## src/rtl/rot_pkg.sv

```systemverilog
// rot_pkg: shared widths and the request record for the rotate-request queue.
//   DATA_W    : data width, matches the barrel shifter input width
//   AMT_W     : rotate-amount width, log2(DATA_W)
//   rot_req_t : packed {data, amt} record as stored in the queue
package rot_pkg;

  localparam int DATA_W = 8;
  localparam int AMT_W  = 3;

  typedef struct packed {
    logic [DATA_W-1:0] data;
    logic [AMT_W-1:0]  amt;
  } rot_req_t;

endpackage

```

## src/rtl/rot_req_mem.sv

```systemverilog
// rot_req_mem: DEPTH x rot_req_t register array, one write port, asynchronous
// read. Contents are deliberately not reset.
// Ports:
//   clk     : clock
//   i_we    : write enable
//   i_waddr : write address
//   i_wdata : request written at i_waddr on the rising edge
//   i_raddr : read address
//   o_rdata : entry at i_raddr (combinational)
module rot_req_mem
  import rot_pkg::*;
#(
  parameter int DEPTH = 4,
  parameter int PTR_W = $clog2(DEPTH)
) (
  input  logic             clk,
  input  logic             i_we,
  input  logic [PTR_W-1:0] i_waddr,
  input  rot_req_t         i_wdata,
  input  logic [PTR_W-1:0] i_raddr,
  output rot_req_t         o_rdata
);

  rot_req_t r_mem [DEPTH];

  always_ff @(posedge clk) begin
    if (i_we) begin
      r_mem[i_waddr] <= i_wdata;
    end
  end

  assign o_rdata = r_mem[i_raddr];

endmodule

```

## src/rtl/rot_req_queue.sv

```systemverilog
// rot_req_queue: FIFO of (data, rotate-amount) requests feeding the 8-bit
// rotate-right barrel shifter. The head entry is presented on out_a/out_amt.
// Ports:
//   clk, rst_n          : clock, synchronous active-low reset
//   flush               : synchronous clear of all queued requests
//   in_valid/in_ready   : producer handshake (in_ready = not full)
//   in_data/in_amt      : request payload
//   out_valid/out_ready : consumer handshake (out_valid = not empty)
//   out_a/out_amt       : head request, forced to 0 while empty
//   count               : current occupancy
//   stat_accepted/stat_stall : saturating push / stall counters, present only
//                              when ROT_REQ_QUEUE_STATS_EN is defined
module rot_req_queue
  import rot_pkg::rot_req_t;
#(
  parameter int DEPTH  = 4,
  parameter int DATA_W = rot_pkg::DATA_W,
  parameter int AMT_W  = rot_pkg::AMT_W,
  localparam int PTR_W = $clog2(DEPTH),
  localparam int CNT_W = $clog2(DEPTH + 1)
) (
  input  logic              clk,
  input  logic              rst_n,
  input  logic              flush,
  input  logic              in_valid,
  output logic              in_ready,
  input  logic [DATA_W-1:0] in_data,
  input  logic [AMT_W-1:0]  in_amt,
  output logic              out_valid,
  input  logic              out_ready,
  output logic [DATA_W-1:0] out_a,
  output logic [AMT_W-1:0]  out_amt,
  output logic [CNT_W-1:0]  count
`ifdef ROT_REQ_QUEUE_STATS_EN
  ,
  output logic [15:0]       stat_accepted,
  output logic [15:0]       stat_stall
`endif
);

  logic [PTR_W-1:0] r_wr_ptr;
  logic [PTR_W-1:0] r_rd_ptr;
  logic [CNT_W-1:0] r_count;

  logic     w_full;
  logic     w_empty;
  logic     w_push;
  logic     w_pop;
  rot_req_t w_wdata;
  rot_req_t w_rdata;

  // Full/empty come from the occupancy count only, so in_ready never depends
  // on out_ready and pointer equality is never ambiguous.
  assign w_full  = (r_count == CNT_W'(DEPTH));
  assign w_empty = (r_count == '0);
  assign w_push  = in_valid && !w_full;
  assign w_pop   = out_ready && !w_empty;

  assign w_wdata = '{data: in_data, amt: in_amt};

  rot_req_mem #(
    .DEPTH (DEPTH),
    .PTR_W (PTR_W)
  ) u_mem (
    .clk     (clk),
    .i_we    (w_push && rst_n && !flush),
    .i_waddr (r_wr_ptr),
    .i_wdata (w_wdata),
    .i_raddr (r_rd_ptr),
    .o_rdata (w_rdata)
  );

  always_ff @(posedge clk) begin
    if (!rst_n || flush) begin
      r_wr_ptr <= '0;
      r_rd_ptr <= '0;
      r_count  <= '0;
    end else begin
      if (w_push) r_wr_ptr <= r_wr_ptr + 1'b1;
      if (w_pop)  r_rd_ptr <= r_rd_ptr + 1'b1;
      case ({w_push, w_pop})
        2'b10:   r_count <= r_count + 1'b1;
        2'b01:   r_count <= r_count - 1'b1;
        default: r_count <= r_count;
      endcase
    end
  end

  assign in_ready  = !w_full;
  assign out_valid = !w_empty;
  assign out_a     = w_empty ? '0 : w_rdata.data;
  assign out_amt   = w_empty ? '0 : w_rdata.amt;
  assign count     = r_count;

`ifdef ROT_REQ_QUEUE_STATS_EN
  logic [15:0] r_stat_accepted;
  logic [15:0] r_stat_stall;

  always_ff @(posedge clk) begin
    if (!rst_n || flush) begin
      r_stat_accepted <= '0;
      r_stat_stall    <= '0;
    end else begin
      if (w_push && (r_stat_accepted != '1)) r_stat_accepted <= r_stat_accepted + 1'b1;
      if (in_valid && w_full && (r_stat_stall != '1)) r_stat_stall <= r_stat_stall + 1'b1;
    end
  end

  assign stat_accepted = r_stat_accepted;
  assign stat_stall    = r_stat_stall;
`endif

endmodule

```

## config.mk

```make
export PLATFORM = sky130hd
export DESIGN_NAME = rot_req_queue
export DESIGN_NICKNAME = d
export VERILOG_FILES = /design/src/rtl/rot_pkg.sv /design/src/rtl/rot_req_mem.sv /design/src/rtl/rot_req_queue.sv
export SDC_FILE = /design/constraint.sdc
export NUM_CORES = 1
export LEC_CHECK = 0
export CAP_MARGIN = 20
export CORE_ASPECT_RATIO = 1.75
export CORE_MARGIN = 4
export CORE_UTILIZATION = 56
export CTS_CLUSTER_DIAMETER = 60
export CTS_CLUSTER_SIZE = 24
export DETAILED_ROUTE_END_ITERATION = 6
export PLACE_DENSITY = 0.84
export SYNTH_ARGS = -nofsm -noshare
export SYNTH_HDL_FRONTEND = slang
export SYNTH_HIERARCHICAL = 1
export SYNTH_SLANG_ARGS = --single-unit
```

## constraint.sdc

```tcl
create_clock -name clk -period 3 [get_ports clk]
set_input_delay 0.45 -clock clk [delete_from_list [all_inputs] [get_ports clk]]
set_output_delay 0.45 -clock clk [all_outputs]
set_load 0.01 [all_outputs]
```

==> flow_summary.toml <==
[outcome]
status = "completed"

[logic_synthesis]
synth_nets = 137
avgSynthCellArea_um2 = 17.59
synthTopCellsByCount = "edfxtp_1 (44), mux4_2 (10), nor2b_1 (10)"
yosysSeqAreaShare = 0.6981
synth_top_area_share = 0.6312
synth_most_common_cell = "edfxtp_1"
syn_area_mm2 = 0.002093
syn_inst = 119
synth-seq-cells = 51
yosysTopAreaCell = "edfxtp_1"
yosys-top-cells-area = "edfxtp_1 (63%), mux4_2 (11%), dfxtp_1 (6.7%), nor2b_1 (3.0%), mux4_1 (1.3%)"
synth_edf_count = 44
synth-main-ff-cell = "edfxtp_1"
synthArstFlopShare = 0
synth-warning-count = 6
yosysUniqueCellTypes = 25

[timing]
post-route-min-period_ps = 2559
hold_viol = 0
worst_pin_slew_ps = 617.5
skew_ps = 2.286
setup_viol = 0
max_freq_mhz = 390.8
maxSlewViolCount = 0
relSlewSlack = 0.5883
rsz0062_at_grt = "false"
post-route-period-util = 0.8530
fin_tns_setup_ps = 0
worst_slack_ps = 441.0

[clock_tree]
cts_tree = "yes"
cts_buffers = 5
cts_setup_buffers = 0
htreeDepth = 2
clock-sinks = 51
cts_resized = 0
cts_root_buffer = "clkbuf_8"
cts_buffer_depth = 2
insertion_delay_ps = 290
hold_buffers = 0
clk_pin_slew_ps = 80

[pwr]
p_switching_mw = 0.2511
ir_worst_vdd_v = 0.0003765
p_int_mw = 1.084
p_sw_frac = 0.1881
pwr-share-seq = 0.588
power.leakage_nw = 0.8343
power_mw = 1.335
pwr-share-comb = 0.081
p_per_area_mw_per_mm2 = 524.2
p_clk_frac = 0.331

[grt]
gr-max-usage-layer = "met2"
met2_usage = 0.2912
antenna_found_initial = 0
grt_pass1_vias = 1173
grt_pass1_wl_um = 5658
grt_max_degree = 17
track_usage = 0.1710
grt.overflow.total = 0
met3_usage = 0.03204
met1_usage = 0.1944

[layout]
utilization = 0.7021
antennaDiodeCount = 0
drive_gt1_frac = 0.1548
nets = 173
area_growth_pct = 21.70
fillCellCount = 235
instances_no_fill = 201

[floorplanning]
fp.coreArea_mm2 = 0.003628
dieArea_mm2 = 0.004819
start_util = 0.5769
ioPinCount = 32
die_h_um = 88.88
die_w_um = 54.22
rows = 29

[worst_setup_path]
criticalPathCategory = "reg -> out"
crit_required_ps = 2550
cp_data_arrival_time_ps = 2110
endpoint_kind = "output pin"
critPathMaxFanout = 14
start_kind = "register"

[place]
dpl.cell_count = 194
place_ws_ps = 438.6
gp_congestion = 0.6573
dp_hpwl_um = 2445
place.port_buffers = 31

[drt]
vias_per_cell = 5.637
wl_um = 3481
drt_iter0_drc = 26
post_drt_wl_per_cell_um = 17.32
drc = 0
vias = 1133
drt_pass1_iterations = 4
drtAntennaViolNets = 0

[hold_path]
hold_path.class = "reg -> reg"

[flow_run]
maxCapViolCount = 0
-- metal layers --
metal | vias up | part of all wire
li1 | 524 | -
met1 | 571 | 0.39
met2 | 30 | 0.55
met3 | 8 | 0.040
met4 | 0 | 0.023
met5 | - | 0
-- power by group through the flow --
stage / Combinational, mW / Clock [mW] / Sequential [mW]
2_1_floorplan: 0.0509 / 0 / 0.799
3_3_place_gp: 0.104 / 0 / 0.801
3_5_place_dp: 0.109 / 0 / 0.802
4_1_cts: 0.110 / 0.458 / 0.785
5_1_grt: 0.117 / 0.489 / 0.787
6_report: 0.109 / 0.442 / 0.785
-- state kept, by name, indices dropped and copies added (netlist names) --
| signal | flops |
|---|---|
| r_rd_ptr | 2 |
| u_mem/r_mem | 44 |
| r_wr_ptr | 2 |
| count | 3 |
-- worst max-delay path: stages (launching register included) --
cell and delay (ps):
dfxtp_2 620, mux4_1 590, nor2b_1 140, clkdlybuf4s50_1 470
-- cells in the final DEF, fill, tap and decap left out, types with 4 or more instances in the layout --
master / netlist / layout
edfxtp_1: 44 / 44
clkdlybuf4s50_1: 0 / 31
nor2b_1: 10 / 10
mux4_2: 10 / 10
inv_1: 6 / 6
dfxtp_1: 7 / 6
a21oi_1: 5 / 5
clkbuf_8: 0 / 5
nand2_1: 4 / 4
nor2_1: 4 / 4
o21ai_0: 4 / 4
or3_1: 4 / 4
-- final cells by class --
class | instances | area, um^2 | area share
flip-flops and latches | 51 | 1463 | 0.5742
multi-input cells | 58 | 576.8 | 0.2264
repair buffers | 33 | 325.3 | 0.1277
clock buffers | 6 | 72.57 | 0.02849
well taps | 46 | 57.56 | 0.02259
clock inverters | 1 | 30.03 | 0.01179
inverters | 6 | 22.52 | 0.008841
-- through the flow --
step | hold slack (ps) | instance area (um^2)
floorplan | 466.6 | 2093
global placement | 494.4 | 2444
detailed placement | 522.8 | 2444
CTS | 534.9 | 2546
global route | 586.2 | 2547
finish | 534.1 | 2547
-- final timing paths --
path | from | to | slack, ps | depth (start not counted)
worst max-delay path | r_rd_ptr[0] | out_a[7] | 440 | 3
worst min-delay path | r_wr_ptr[1] | r_wr_ptr[1] | 530 | 2
worst max register to register | count[0] | count[2] | 690 | 9
worst min register to register | r_wr_ptr[1] | r_wr_ptr[1] | 530 | 2
-- kinds of logic after synthesis --
| logic type | Yosys count | synth area share |
|---|---|---|
| buf+inv | 10 | 0.02630 |
| compound gates | 10 | 0.02570 |
| mux | 11 | 0.1201 |
| xor+xnor | 2 | 0.008370 |
| fa+ha+maj | 2 | 0.01554 |
| simple gates | 33 | 0.1058 |
| flops | 51 | 0.6981 |
Power figures use the tool's default switching activity.
